### src/rtl/program_loader_if.sv
// Byte-stream and instruction-memory write bus between the host environment
// and program_loader. The loader sits on the slave modport: it consumes the rx
// byte stream and drives the memory write port. The master modport is the
// environment side: it produces bytes and observes the writes.
interface program_loader_if;
  logic [7:0]  rx_data;
  logic        rx_valid;
  logic        rx_ready;
  logic [11:0] mem_address;
  logic [15:0] mem_data_in;
  logic        mem_write_enable;

  modport master (
    output rx_data, rx_valid,
    input  rx_ready, mem_address, mem_data_in, mem_write_enable
  );

  modport slave (
    input  rx_data, rx_valid,
    output rx_ready, mem_address, mem_data_in, mem_write_enable
  );
endinterface

### src/rtl/program_loader.sv
// program_loader: receives a length-prefixed big-endian byte stream and writes
// it as 16-bit words into instruction memory, holding the cpu in reset until
// the load completes.
// Optional feature: define LOADER_CHECKSUM_EN to require a trailing XOR
// checksum byte over all data bytes (CHECK state).
module program_loader (
  input  logic                   clk,
  input  logic                   reset,
  input  logic                   start,
  program_loader_if.slave        bus,
  output logic                   cpu_reset,
  output logic                   busy,
  output logic                   done,
  output logic                   error,
  output logic [12:0]            words_loaded
);

  typedef enum logic [2:0] {
    IDLE,
    HDR_HI,
    HDR_LO,
    DATA_HI,
    DATA_LO,
`ifdef LOADER_CHECKSUM_EN
    CHECK,
`endif
    DONE,
    ERROR
  } state_t;

  state_t      state_q, state_d;
  logic        cpu_reset_q, cpu_reset_d;
  logic        done_q, done_d;
  logic        error_q, error_d;
  logic        we_q, we_d;
  logic [11:0] addr_q, addr_d;
  logic [15:0] data_q, data_d;
  logic [12:0] words_q, words_d;
  logic [12:0] count_q, count_d;
  logic [7:0]  hi_q, hi_d;
`ifdef LOADER_CHECKSUM_EN
  logic [7:0]  csum_q, csum_d;
`endif

  logic        rx_ready;
  logic        xfer;
  logic        go_end;
  logic [15:0] hdr;

  // Status decodes of the state register.
  always_comb begin
    rx_ready = 1'b0;
    busy     = 1'b0;
    case (state_q)
      HDR_HI, HDR_LO, DATA_HI, DATA_LO: begin
        rx_ready = 1'b1;
        busy     = 1'b1;
      end
`ifdef LOADER_CHECKSUM_EN
      CHECK: begin
        rx_ready = 1'b1;
        busy     = 1'b1;
      end
`endif
      default: begin
        rx_ready = 1'b0;
        busy     = 1'b0;
      end
    endcase
  end

  assign xfer = bus.rx_valid & rx_ready;
  assign hdr  = {hi_q, bus.rx_data};

  // Next-state and next-output logic for the load sequence.
  always_comb begin
    state_d     = state_q;
    cpu_reset_d = cpu_reset_q;
    done_d      = done_q;
    error_d     = error_q;
    we_d        = 1'b0;
    addr_d      = addr_q;
    data_d      = data_q;
    words_d     = words_q;
    count_d     = count_q;
    hi_d        = hi_q;
    go_end      = 1'b0;
`ifdef LOADER_CHECKSUM_EN
    csum_d      = csum_q;
`endif
    if (start && (state_q == IDLE || state_q == DONE || state_q == ERROR)) begin
      state_d     = HDR_HI;
      cpu_reset_d = 1'b1;
      done_d      = 1'b0;
      error_d     = 1'b0;
      words_d     = 13'd0;
`ifdef LOADER_CHECKSUM_EN
      csum_d      = 8'd0;
`endif
    end else begin
      case (state_q)
        HDR_HI: if (xfer) begin
          hi_d    = bus.rx_data;
          state_d = HDR_LO;
        end
        HDR_LO: if (xfer) begin
          if (hdr > 16'd4096) begin
            state_d     = ERROR;
            error_d     = 1'b1;
            cpu_reset_d = 1'b1;
          end else if (hdr == 16'd0) begin
            go_end = 1'b1;
          end else begin
            count_d = hdr[12:0];
            state_d = DATA_HI;
          end
        end
        DATA_HI: if (xfer) begin
          hi_d    = bus.rx_data;
          state_d = DATA_LO;
`ifdef LOADER_CHECKSUM_EN
          csum_d  = csum_q ^ bus.rx_data;
`endif
        end
        DATA_LO: if (xfer) begin
          // Write is registered so it appears the cycle after the low byte.
          we_d    = 1'b1;
          addr_d  = words_q[11:0];
          data_d  = {hi_q, bus.rx_data};
          words_d = words_q + 13'd1;
`ifdef LOADER_CHECKSUM_EN
          csum_d  = csum_q ^ bus.rx_data;
`endif
          if (words_q + 13'd1 == count_q) go_end = 1'b1;
          else                            state_d = DATA_HI;
        end
`ifdef LOADER_CHECKSUM_EN
        CHECK: if (xfer) begin
          if (bus.rx_data == csum_q) begin
            state_d     = DONE;
            done_d      = 1'b1;
            cpu_reset_d = 1'b0;
          end else begin
            state_d     = ERROR;
            error_d     = 1'b1;
            cpu_reset_d = 1'b1;
          end
        end
`endif
        default: ;
      endcase
      if (go_end) begin
`ifdef LOADER_CHECKSUM_EN
        state_d     = CHECK;
`else
        state_d     = DONE;
        done_d      = 1'b1;
        cpu_reset_d = 1'b0;
`endif
      end
    end
  end

  // Control and output registers, cleared by synchronous reset.
  always_ff @(posedge clk) begin
    if (reset) begin
      state_q     <= IDLE;
      cpu_reset_q <= 1'b1;
      done_q      <= 1'b0;
      error_q     <= 1'b0;
      we_q        <= 1'b0;
      addr_q      <= 12'd0;
      data_q      <= 16'd0;
      words_q     <= 13'd0;
`ifdef LOADER_CHECKSUM_EN
      csum_q      <= 8'd0;
`endif
    end else begin
      state_q     <= state_d;
      cpu_reset_q <= cpu_reset_d;
      done_q      <= done_d;
      error_q     <= error_d;
      we_q        <= we_d;
      addr_q      <= addr_d;
      data_q      <= data_d;
      words_q     <= words_d;
`ifdef LOADER_CHECKSUM_EN
      csum_q      <= csum_d;
`endif
    end
  end

  // Header/high-byte holding registers; only read after being loaded.
  always_ff @(posedge clk) begin
    count_q <= count_d;
    hi_q    <= hi_d;
  end

  // A strobe registered just before reset is masked so reset wins that cycle.
  assign bus.mem_write_enable = we_q & ~reset;
  assign bus.mem_address      = addr_q;
  assign bus.mem_data_in      = data_q;
  assign bus.rx_ready         = rx_ready;
  assign cpu_reset            = cpu_reset_q;
  assign done                 = done_q;
  assign error                = error_q;
  assign words_loaded         = words_q;

endmodule

### src/flat_wrapper.sv
// flat-port wrapper written by rule: the top's interface ports become plain ports
module program_loader_flat 
  (clk, reset, start, cpu_reset, busy, done, error, words_loaded, bus_rx_data, bus_rx_valid, bus_rx_ready, bus_mem_address, bus_mem_data_in, bus_mem_write_enable);
  program_loader_if bus_i ();
  input  logic clk;
  input  logic reset;
  input  logic start;
  output logic cpu_reset;
  output logic busy;
  output logic done;
  output logic error;
  output logic [12:0] words_loaded;
  input wire logic [$bits(bus_i.rx_data)-1:0] bus_rx_data;
  input wire logic [$bits(bus_i.rx_valid)-1:0] bus_rx_valid;
  output wire logic [$bits(bus_i.rx_ready)-1:0] bus_rx_ready;
  output wire logic [$bits(bus_i.mem_address)-1:0] bus_mem_address;
  output wire logic [$bits(bus_i.mem_data_in)-1:0] bus_mem_data_in;
  output wire logic [$bits(bus_i.mem_write_enable)-1:0] bus_mem_write_enable;
  assign bus_i.rx_data = bus_rx_data;
  assign bus_i.rx_valid = bus_rx_valid;
  assign bus_rx_ready = bus_i.rx_ready;
  assign bus_mem_address = bus_i.mem_address;
  assign bus_mem_data_in = bus_i.mem_data_in;
  assign bus_mem_write_enable = bus_i.mem_write_enable;
  program_loader u_core (.clk(clk), .reset(reset), .start(start), .bus(bus_i), .cpu_reset(cpu_reset), .busy(busy), .done(done), .error(error), .words_loaded(words_loaded));
endmodule
### config.mk
export PLATFORM = sky130hd
export DESIGN_NAME = program_loader_flat
export DESIGN_NICKNAME = d
export VERILOG_FILES = /design/src/rtl/program_loader_if.sv /design/src/rtl/program_loader.sv /design/src/flat_wrapper.sv
export SDC_FILE = /design/constraint.sdc
export NUM_CORES = 1
export LEC_CHECK = 0
export ABC_AREA = 1
export BUFFER_PORTS_ARGS = -buffer_cell sky130_fd_sc_hd__clkbuf_2
export CELL_PAD_IN_SITES_DETAIL_PLACEMENT = 1
export CELL_PAD_IN_SITES_GLOBAL_PLACEMENT = 1
export CORE_MARGIN = 2
export CORE_UTILIZATION = 43
export CTS_CLUSTER_SIZE = 16
export DETAILED_ROUTE_END_ITERATION = 10
export PLACE_DENSITY = 0.92
export SYNTH_ARGS = -nofsm -noshare
export SYNTH_HDL_FRONTEND = slang
export SYNTH_SLANG_ARGS = --single-unit
### constraint.sdc
create_clock -name clk -period 6.65 [get_ports clk]
set_input_delay 1.33 -clock clk [delete_from_list [all_inputs] [get_ports clk]]
set_output_delay 1.33 -clock clk [all_outputs]
set_load 0.02 [all_outputs]
* Word-level counts from Yosys, hierarchy flattened *
Index checks and enable logic that the tools add are counted.

word-level totals
  flip-flop bits (word level) = 69
  latch bits = 0
  memory bits (writable) = 0
  ROM bits = 0
  logic and storage cells = 94
  memories = 0

cells by class
  $add $sub $neg = 1
  multipliers = 0
  div/mod/pow operators = 0
  order comparisons = 1
  equality and inequality tests = 25
  shift-type cells = 0
  multiplexer cells = 23
  bitwise operators = 7
  reduce and logical (&&, ||, !) cells = 25

operator list
  operator                                               number
  2-to-1 mux 3 bit                                       8
  AND reduction 7 bit                                    3
  > comparator 16 x 13 -> 1 bit, second input constant   1
  zero test 16 bit                                       1
  inequality test 4 x 1 -> 1 bit, second input constant  4
  adder 13 x 1 -> 13 bit, second input constant          1
  equality test 13 bit                                   1
  2-to-1 mux 1 bit                                       13
  inequality test 3 x 1 -> 1 bit, second input constant  4
  one-hot mux 3 bit (4 select lines)                     1
  AND reduction 3 bit                                    4
  equality test 3 bit, second input constant             3
  inequality test 2 x 1 -> 1 bit, second input constant  4
  inequality test 4 x 3 -> 1 bit, second input constant  2
  equality test 3 x 2 -> 1 bit, second input constant    2
  nonzero test 2 bit                                     3
  nonzero test 6 bit                                     1
  OR reduction 3 bit                                     2
  inequality test 5 x 3 -> 1 bit, second input constant  1
  inverter 1 bit                                         5
  AND reduction 5 bit                                    1
  nonzero test 5 bit                                     1
  nonzero test 4 bit                                     1
  OR reduction 2 bit                                     2
  other kinds (11)                                       13

* Longest topological paths before layout *
Gate-level depths: netlist (run 1).

  word-level depth = 9
  depth in mapped cells = 17
  depth with buffers taken out = 17

* Worst setup path after synthesis (run 1) *
No wires, ideal clock.

  path type = input to register
  start = in bus_rx_valid
  end = reg u_core.count_q[0], enable pin
  library setup time = 400 ps
  arrival = 2869 ps
  data required time = 6250 ps
  slack = 3382 ps
  stages = 4
  buffers on the path = 0
  path through = inv_1 -> nor2_1 -> inv_1 -> nor3_1

on the way
  longest elaborated chain between the ends = 2

RTL lines
  element                        RTL line               source
  start: declaration             flat_wrapper.sv:14     input wire logic [$bits(bus_i.rx_valid)-1:0] bus_rx_valid;
  AND 1 bit                      program_loader.sv:72   assign xfer = bus.rx_valid & rx_ready;
  AND reduction 5 bit (no line)  n/a
  end signal: assignment         program_loader.sv:195  count_q <= count_d;
  end: declaration               program_loader.sv:39   logic [12:0] count_q, count_d;

Every way passes these cells.
A chain may end at the register's enable or synchronous reset.

* Worst setup path after layout (run 1) *
  start = in reset
  end = out bus_mem_write_enable

on the way
  longest elaborated chain between the ends = 2

RTL lines
  element             RTL line               source
  start: declaration  flat_wrapper.sv:6      input logic reset;
  inverter 1 bit      program_loader.sv:200  assign bus.mem_write_enable = we_q & ~reset;
  AND 1 bit           program_loader.sv:200
  end: declaration    flat_wrapper.sv:18     output wire logic [$bits(bus_i.mem_write_enable)-1:0] bus_mem_write_enable;

Every way passes these cells.

==> results.sh, run 1 <==
export IMPL_synth_seq_area_share_pct=51.7
export IMPL_grt_pass1_vias=2949
export IMPL_final_hold_violation_count=0
export IMPL_port_buffers=58
export IMPL_cpPeakStageDelay_ns=0.31
export IMPL_grt_overflow=0
export IMPL_num_nets_final=474
export IMPL_final_max_slew_viol_count=0
export IMPL_synth_top_area_share_pct=31.2
export IMPL_setup_worst_path_start_class="primary input"
export IMPL_peakVddDrop_mv=0.147
export IMPL_die_x_um=88.6
export IMPL_crit_fanout=31
export IMPL_drive_gt1_share_pct=19.5
export IMPL_rsz0062_at_grt="false"
export IMPL_synthCells=401
export IMPL_numClockSinks=69
export IMPL_worstSetupPathType="in -> out"
export IMPL_final_cell_mix="136 x nand2_1, 58 x clkbuf_2, 48 x dfxtp_1"
export IMPL_setup_viol=0
export IMPL_yosysUniqueCellTypes=30
export IMPL_dpl_hpwl_um=6200
export IMPL_ctsResizeCount=0
export IMPL_yosysTopAreaCell="dfxtp_1"
export IMPL_clkTransAtPathRegs_ns=0.07
export IMPL_track_usage_pct=24.5
export IMPL_whs_endpoint="u_core.bus.mem_address[6]$_SDFFE_PP0P_"
export IMPL_reg2reg_from="u_core.state_q[0]$_SDFFE_PP0P_"
export IMPL_drt_iter0_markers=86
export IMPL_max_cap_violations=0
export IMPL_crit_arrival_ns=1.98
export IMPL_yosys_top_cells_area="dfxtp_1 31%, edfxtp_1 20%, nand2_1 17%, a21oi_1 6.0%, inv_1 5.5%"
export IMPL_postCtsSetupRepairBufs=0
export IMPL_path_cells="clkbuf_2, buf_4, nor2_1, clkbuf_2"
export IMPL_num_vias=2923
export IMPL_placed_cell_area_um2=3460
export IMPL_hp_class="reg -> reg"
export IMPL_gp_congestion=0.853
export IMPL_slew_headroom_pct=44.1
export IMPL_antenna_found_initial=0
export IMPL_insertion_delay_ns=0.35
export IMPL_grt_pass1_wl_um=14600
export IMPL_drt_wl_total_um=8910
export IMPL_viasPerCell=5.20
export IMPL_timing_rr_end="u_core.words_loaded[0]$_SDFFE_PP0P_"
export IMPL_cpMaxStageDelayCell="buf_4"
export IMPL_root_buffer="clkbuf_8"
export IMPL_status="finished, final reports clean"
export IMPL_grt_max_degree=47
export IMPL_drc=0
export IMPL_synth_area_um2=3080
export IMPL_p_leak_nw=1.55
export IMPL_final_common_cell="nand2_1"
export IMPL_ios=59
export IMPL_cp_end_kind="primary output"
export IMPL_syn_num_nets=414
export IMPL_fin_tns_setup_ns=0
export IMPL_ys_seq_elements=69
export IMPL_reg2reg_depth=10
export IMPL_period_share_pct=49.7
export IMPL_ant_nets=0
export IMPL_fmax_mhz=302
export IMPL_power_density_nw_per_um2=266
export IMPL_cp_top_family="buffers and inverters"
export IMPL_ctsHoldBuffers=0
export IMPL_whs_path_depth=2
export IMPL_finalInstanceArea_um2=3680
export IMPL_dr_pass1_iters=4
export IMPL_htreeDepth=3
export IMPL_wl_per_cell_um=15.9
export IMPL_critPathRequiredTime_ns=5.32
export IMPL_syn_to_final_growth_pct=19.4
export IMPL_worstHoldStart="u_core.bus.mem_address[6]$_SDFFE_PP0P_"
export IMPL_finalClockSkew_ns=0.0119
export IMPL_cts_tree="yes"
export IMPL_clock_tree_buffer_depth=2
export IMPL_cts_buffers_inserted=9
export IMPL_die_h_um=88.6
export IMPL_path_buf_inv=3
export IMPL_path_common_cell="clkbuf_2"
export IMPL_tightest_slew_ns=0.835
export IMPL_yosys_warnings=0
export IMPL_regToRegSetupSlack_ns=4.24
export IMPL_initial_core_util_pct=44.8
export IMPL_num_rows=30
export IMPL_core_area_um2=6870
export IMPL_period_needed_ns=3.31
export IMPL_avgSynthCellArea_um2=7.68
export IMPL_num_antenna_cells=0
export IMPL_die_area_um2=7860
export IMPL_final_util_pct=53.6
==> where the power goes <==
group | internal [mW] | leakage [nW] | total (mW) | switching (mW)
Sequential | 0.453 | 0.578 | 0.469 | 0.0164
Clock | 0.209 | 0.107 | 0.375 | 0.166
Combinational | 0.0369 | 0.863 | 0.136 | 0.0987
==> worst max path at each step <==
stage               slack (ns)         start  cells past startpoint                           to
detailed placement        3.34         reset                      4         bus_mem_write_enable
global placement          3.35         reset                      4         bus_mem_write_enable
global route              3.28         reset                      4         bus_mem_write_enable
CTS                       3.34         reset                      4         bus_mem_write_enable
finish                    3.34         reset                      4         bus_mem_write_enable
floorplan                 3.38  bus_rx_valid                      4  u_core.count_q[0]$_DFFE_PP_
==> metrics by stage <==
| step | instances | hold slack, ns | setup WS (ns) | total power [mW] |
|---|---|---|---|---|
| after floorplan | 401 | 0.448 | 3.38 | 0.570 |
| after global routing | 562 | 0.477 | 3.28 | 1.02 |
| after global placement | 546 | 0.440 | 3.35 | 0.605 |
| final | 562 | 0.460 | 3.34 | 0.980 |
| after CTS | 562 | 0.465 | 3.34 | 0.986 |
| after detailed placement | 546 | 0.452 | 3.34 | 0.613 |
==> layer usage <==
| layer | global-route usage, % | routed length [um] |
|---|---|---|
| met1 | 29.6 | 3740 |
| met2 | 43.1 | 4530 |
| met3 | 5.78 | 488 |
| met4 | 7.71 | 147 |
| met5 | 0 | 0 |
==> Yosys cell counts (all sizes together) <==
library cell,n
a211oi,3
and3,1
clkbuf,11
edfxtp,21
a31oi,2
nor3,4
dfxtp,48
nor3b,1
nand4,3
buf,1
nand3b,6
nand3,28
o211ai,2
nand2,140
nor2,32
o21bai,1
a21oi,37
o21ai,9
ha,1
inv,47
nor4,3
==> logic make-up after synthesis <==
family,share of synthesized area (%)
flip-flops,51.7
AND/OR/NAND/NOR,31.2
adder cells (fa/ha/maj),0.406
buffers and inverters,7.31
AO/OA/AOI/OAI,9.46
==> flip-flops by register name, indices dropped and copies added (netlist names) <==
register and cells:
u_core.done 1, u_core.words_loaded 13, u_core.error 1, u_core.bus.mem_data_in 16, u_core.state_q 3, u_core.hi_q 8, u_core.bus.mem_address 12, u_core.cpu_reset 1
u_core.we_q 1, u_core.count_q 13
==> layout make-up <==
class                      instances  area, um2
clock buffer                       9        124
multi-input combinational        273       1260
clock inverter                     7       90.1
inverter                          47        176
sequential                        69       1590
timing repair buffer              61        313
fill                             899       3190
tap                               96        120
==> tightest hold or removal path: cells and delay by family, from the launching register on <==
family           cells  cell delay (ns)
AND/OR/NAND/NOR      1             0.06
flip-flops           1             0.31
AO/OA/AOI/OAI        1             0.05
(Power assumes the default switching activity.)
==> inputs of run 2 (changes only) <==
Settings changed: ABC_AREA 1 to 0, CORE_UTILIZATION 43 to 41, PLACE_DENSITY 0.92 to 0.87.
Clock period 6.65 ns to 3.1 ns, I/O delays scaled along.
==> results.sh, run 2 <==
export IMPL_finalClockSkew_ns=0.00516
export IMPL_ctsHoldBuffers=0
export IMPL_num_vias=2568
export IMPL_tightest_slew_ns=0.692
export IMPL_ios=59
export IMPL_final_common_cell="nand2_1"
export IMPL_yosys_area_share_simple_pct=22.4
export IMPL_largest_register_ffs=16
export IMPL_synth_most_common_cell="nand2_1"
export IMPL_p_leak_nw=1.30
export IMPL_insertion_delay_ns=0.35
export IMPL_grt_max_degree=35
export IMPL_htreeDepth=3
export IMPL_synth_seq_area_share_pct=53.2
export IMPL_worstSetupPathType="reg -> reg"
export IMPL_grt_overflow=0
export IMPL_synthXorXnorAreaFrac_pct=8.79
export IMPL_cts_buffers_inserted=9
export IMPL_synth_area_um2=2990
export IMPL_place_inst=467
export IMPL_initial_core_util_pct=41.9
export IMPL_drt_wl_total_um=8000
export IMPL_die_x_um=89.4
export IMPL_yosys_area_share_adder_pct=0.419
export IMPL_timing_rr_end="u_core.cpu_reset$_SDFFE_PP1P_"
export IMPL_power_density_nw_per_um2=499
export IMPL_dpl_hpwl_um=5900
export IMPL_synthCells=324
export IMPL_num_antenna_cells=0
export IMPL_muxShareOfSynthArea_pct=0.712
export IMPL_fmax_mhz=399
export IMPL_clkTransAtPathRegs_ns=0.08
export IMPL_synthTopCellsByCount="66 x nand2_1, 48 x dfxtp_1, 34 x a21oi_1, 25 x nor2_1, 21 x edfxtp_1"
export IMPL_viasPerCell=5.32
export IMPL_num_rows=31
export IMPL_wl_per_cell_um=16.6
export IMPL_final_cell_mix="66 x nand2_1, 58 x clkbuf_2, 48 x dfxtp_1"
export IMPL_drc=0
export IMPL_reg2reg_from="u_core.words_loaded[0]$_SDFFE_PP0P_"
export IMPL_path_buf_inv=0
export IMPL_fin_tns_setup_ns=0
export IMPL_root_buffer="clkbuf_8"
export IMPL_period_share_pct=80.9
export IMPL_gp_congestion=0.875
export IMPL_crit_path_end="u_core.cpu_reset$_SDFFE_PP1P_"
export IMPL_path_cells="ha_1, nand3_2, or3_1, a2111oi_2, nor4b_2, nand4_1, and3_1"
export IMPL_grt_pass1_vias=2566
export IMPL_syn_to_final_growth_pct=18.3
export IMPL_avgSynthCellArea_um2=9.23
export IMPL_ys_seq_elements=69
export IMPL_status="finished, final reports clean"
export IMPL_hp_class="reg -> reg"
export IMPL_yosys_top_cells_area="dfxtp_1 32%, edfxtp_1 21%, nand2_1 8.3%, a21oi_1 5.7%, xnor2_1 5.6%"
export IMPL_dr_pass1_iters=4
export IMPL_core_area_um2=7140
export IMPL_synth_top_family_by_area="simple AND/OR/NAND/NOR gates"
export IMPL_fillers=864
export IMPL_drive_gt1_share_pct=22.7
export IMPL_cp_top_family="simple AND/OR/NAND/NOR gates"
export IMPL_die_h_um=89.4
export IMPL_crit_arrival_ns=2.76
export IMPL_cp_end_kind="register"
export IMPL_die_area_um2=7990
export IMPL_ctsResizeCount=0
export IMPL_setup_worst_path_start_class="register"
export IMPL_async_reset_ff_share_pct=0
export IMPL_final_util_pct=49.5
export IMPL_max_cap_violations=0
export IMPL_cpPeakStageDelay_ns=0.50
export IMPL_critPathRequiredTime_ns=3.35
export IMPL_crit_fanout=8
export IMPL_fin_ws_ns=0.593
export IMPL_cpMaxStageDelayCell="dfxtp_1"
export IMPL_setup_viol=0
export IMPL_final_max_slew_viol_count=0
export IMPL_peakVddDrop_mv=0.341
export IMPL_syn_num_nets=337
export IMPL_yosys_warnings=0
export IMPL_reg2reg_depth=7
export IMPL_crit_start="u_core.words_loaded[0]$_SDFFE_PP0P_"
export IMPL_rsz0062_at_grt="false"
export IMPL_postCtsSetupRepairBufs=0
export IMPL_period_needed_ns=2.51
export IMPL_grt_pass1_wl_um=12700
export IMPL_numClockSinks=69
export IMPL_clock_tree_buffer_depth=2
export IMPL_synth_edf_count=21
export IMPL_yosysUniqueCellTypes=43
export IMPL_regToRegSetupSlack_ns=0.59
export IMPL_instances_no_fill=483
export IMPL_slew_headroom_pct=53.9
export IMPL_ant_nets=0
export IMPL_pre_cts_ws_ns=0.659
export IMPL_yosysTopAreaCell="dfxtp_1"
export IMPL_final_hold_violation_count=0
export IMPL_track_usage_pct=21.6
export IMPL_antenna_found_initial=0
export IMPL_synth_compound_area_share_pct=11.1
export IMPL_cts_tree="yes"
export IMPL_crit_cells=7
export IMPL_drt_iter0_markers=122
export IMPL_num_nets_final=392
export IMPL_ys_flop_type="dfxtp_1"
export IMPL_port_buffers=58
export IMPL_synth_top_area_share_pct=32.1
run 2: cell count changes after synthesis, moves of 3 or more:
cell / delta
inv_1: -41
or3_1: +4
nand3b_1: -6
a21oi_1: -3
nor2b_1: +6
xnor2_1: +19
nor2_2: -4
o21a_1: +3
nand3_1: -14
and3_1: +3
xor2_1: +11
buf_2: +4
nand2_1: -70
run 2: worst min path at each step:
stage | endpoint | cells past startpoint | slack (ns) | startpoint
2_1_floorplan | u_core.count_q[10]$_DFFE_PP_ | 0 | 0.45 | u_core.hi_q[2]$_DFFE_PP_
3_3_place_gp | u_core.bus.mem_data_in[9]$_SDFFE_PP0P_ | 2 | 0.44 | u_core.bus.mem_data_in[9]$_SDFFE_PP0P_
3_5_place_dp | u_core.bus.mem_address[6]$_SDFFE_PP0P_ | 2 | 0.45 | u_core.bus.mem_address[6]$_SDFFE_PP0P_
4_1_cts | u_core.bus.mem_address[6]$_SDFFE_PP0P_ | 2 | 0.46 | u_core.bus.mem_address[6]$_SDFFE_PP0P_
5_1_grt | u_core.bus.mem_address[6]$_SDFFE_PP0P_ | 2 | 0.47 | u_core.bus.mem_address[6]$_SDFFE_PP0P_
6_report | u_core.bus.mem_address[8]$_SDFFE_PP0P_ | 2 | 0.46 | u_core.bus.mem_address[8]$_SDFFE_PP0P_
run 2: final cells by class:
cell class              count  area [um2]  area share, %
clock buffers              10         138           3.89
multi-input cells         232        1290           36.6
repair buffers             63         328           9.27
clock inverters             6        45.0           1.27
well taps                  99         124           3.50
flip-flops and latches     69        1590           45.0
inverters                   4        15.0          0.425
run 2: tightest hold or removal path, delay by kind of cell, from the launching register on:
family / cells / cell delay [ns]
flip-flops: 1 / 0.31
AND/OR/NAND/NOR: 1 / 0.05
AO/OA/AOI/OAI: 1 / 0.05
run 2: kinds of logic (layout without fill, tap and decap cells):
family,count (synthesis),after routing
DFF,69,69
buffers and inverters,23,83
adders and majority gates,1,1
xor gates and xnor gates,30,30
AOI/OAI and AO/OA,56,56
muxes,2,2
and+or+nand+nor,143,143
run 2: metrics by stage:
step	area, um2	hold slack, ns	power [mW]
2_1_floorplan	2990	0.450	1.06
3_3_place_gp	3350	0.444	1.10
3_5_place_dp	3350	0.449	1.10
4_1_cts	3540	0.459	1.78
5_1_grt	3540	0.473	1.82
6_report	3540	0.456	1.76
run 2: where the power goes:
part	leakage, nW	switching (mW)	internal, mW	total, mW
clock network	0.0932	0.366	0.316	0.682
logic	0.630	0.0816	0.0391	0.121
registers	0.577	0.0167	0.945	0.961
run 2: per-layer routing:
layer	GRT usage, %	share of wire [%]	up-vias
li1	-	-	1223
met1	25.7	42	1259
met2	37.2	51	68
met3	4.34	4.6	18
met4	10.2	2.2	0
met5	0	0	-
==> inputs of run 3 (changes only) <==
Clock period 3.1 ns to 2.6 ns, I/O delays scaled along.
==> results.sh, run 3 (synthesis results as in run 2) <==
export IMPL_num_rows=31
export IMPL_cp_top_family="simple AND/OR/NAND/NOR gates"
export IMPL_setup_worst_path_start_class="register"
export IMPL_final_max_slew_viol_count=0
export IMPL_syn_to_final_growth_pct=18.8
export IMPL_initial_core_util_pct=41.9
export IMPL_max_cap_violations=0
export IMPL_gp_congestion=0.892
export IMPL_period_share_pct=88.5
export IMPL_grt_overflow=0
export IMPL_final_cell_mix="66 x nand2_1, 58 x clkbuf_2, 48 x dfxtp_1"
export IMPL_htreeDepth=3
export IMPL_grt_max_degree=35
export IMPL_clock_tree_buffer_depth=2
export IMPL_num_antenna_cells=0
export IMPL_port_buffers=58
export IMPL_clkTransAtPathRegs_ns=0.08
export IMPL_die_area_um2=7990
export IMPL_ant_nets=0
export IMPL_ctsResizeCount=0
export IMPL_tightest_slew_ns=0.521
export IMPL_period_needed_ns=2.30
export IMPL_finalClockSkew_ns=0.00774
export IMPL_track_usage_pct=21.7
export IMPL_die_h_um=89.4
export IMPL_final_hold_violation_count=0
export IMPL_viasPerCell=5.31
export IMPL_fmax_mhz=435
export IMPL_largest_register_ffs=16
export IMPL_drt_iter0_markers=107
export IMPL_numClockSinks=69
export IMPL_num_nets_final=395
export IMPL_postCtsSetupRepairBufs=0
export IMPL_p_leak_nw=1.31
export IMPL_cp_end_kind="register"
export IMPL_crit_arrival_ns=2.54
export IMPL_fin_ws_ns=0.300
export IMPL_dr_pass1_iters=4
export IMPL_status="finished, final reports clean"
export IMPL_dpl_hpwl_um=6250
export IMPL_drt_wl_total_um=8240
export IMPL_path_buf_inv=0
export IMPL_root_buffer="clkbuf_8"
export IMPL_ios=59
export IMPL_wl_per_cell_um=17.0
export IMPL_finalInstanceArea_um2=3550
export IMPL_antenna_found_initial=0
export IMPL_crit_fanout=6
export IMPL_slew_headroom_pct=64.4
export IMPL_cpMaxStageDelayCell="or3_1"
export IMPL_insertion_delay_ns=0.35
export IMPL_grt_pass1_vias=2526
export IMPL_die_x_um=89.4
export IMPL_ctsHoldBuffers=0
export IMPL_cts_buffers_inserted=9
export IMPL_path_cells="ha_1, nand3_2, or3_1, a2111oi_2, nor4b_2, nand4_1, and3_1"
export IMPL_critPathRequiredTime_ns=2.84
export IMPL_peakVddDrop_mv=0.322
export IMPL_cts_tree="yes"
export IMPL_fin_tns_setup_ns=0
export IMPL_core_area_um2=7140
export IMPL_power_density_nw_per_um2=589
export IMPL_worstSetupPathType="reg -> reg"
export IMPL_p_total_mw=2.09
export IMPL_cpPeakStageDelay_ns=0.40
export IMPL_drive_gt1_share_pct=23.0
export IMPL_pre_cts_ws_ns=0.352
export IMPL_drc=0
export IMPL_rsz0062_at_grt="false"
export IMPL_grt_pass1_wl_um=12800
export IMPL_setup_viol=0
export IMPL_hp_class="in -> reg"
export IMPL_placed_cell_area_um2=3380
export IMPL_final_common_cell="nand2_1"
export IMPL_num_vias=2581
==> run 3: changes by cell type in the layout (fill, tap and decap cells not counted) <==
cell      delta
inv_6        +1
clkbuf_1     +1
inv_4        -1
buf_4        +3
clkbuf_8     -1
==> run 3: per-stage QoR <==
stage / utilization (%) / hold WS, ns / std cells
2_1_floorplan: - / 0.450 / 324
3_3_place_gp: 47.3 / 0.443 / 470
3_5_place_dp: 47.3 / 0.451 / 470
4_1_cts: 49.8 / 0.388 / 486
5_1_grt: 49.8 / 0.390 / 486
6_report: 49.8 / 0.399 / 486
==> run 3: metal layers <==
layer	vias up	track usage (%)	wire (um)
met5	-	0	0
met3	17	5.36	376
li1	1231	-	-
met4	0	8.55	181
met1	1256	25.3	3420
met2	77	38.1	4260
==> run 3: path summary, 6_finish.rpt <==
kind / start / end / slack (ns) / cells past startpoint
hold / removal: bus_rx_data[6] / u_core.hi_q[6]$_DFFE_PP_ / 0.40 / 1
hold reg to reg: u_core.bus.mem_address[4]$_SDFFE_PP0P_ / u_core.bus.mem_address[4]$_SDFFE_PP0P_ / 0.46 / 2
setup reg to reg: u_core.words_loaded[1]$_SDFFE_PP0P_ / u_core.cpu_reset$_SDFFE_PP1P_ / 0.30 / 7
setup / recovery: u_core.words_loaded[1]$_SDFFE_PP0P_ / u_core.cpu_reset$_SDFFE_PP1P_ / 0.30 / 7
==> run 3: area by class of cell <==
cell class,count,area [um2]
Fill cell,883,3590
Sequential cell,69,1590
Clock buffer,10,128
Timing Repair Buffer,66,350
Tap cell,99,124
Inverter,4,15.0
Clock inverter,6,47.5
Multi-Input combinational cell,232,1290
==> run 3: power breakdown <==
group / internal (mW) / total [mW] / switching (mW)
logic: 0.0498 / 0.151 / 0.101
registers: 1.13 / 1.15 / 0.0199
clock network: 0.354 / 0.793 / 0.439
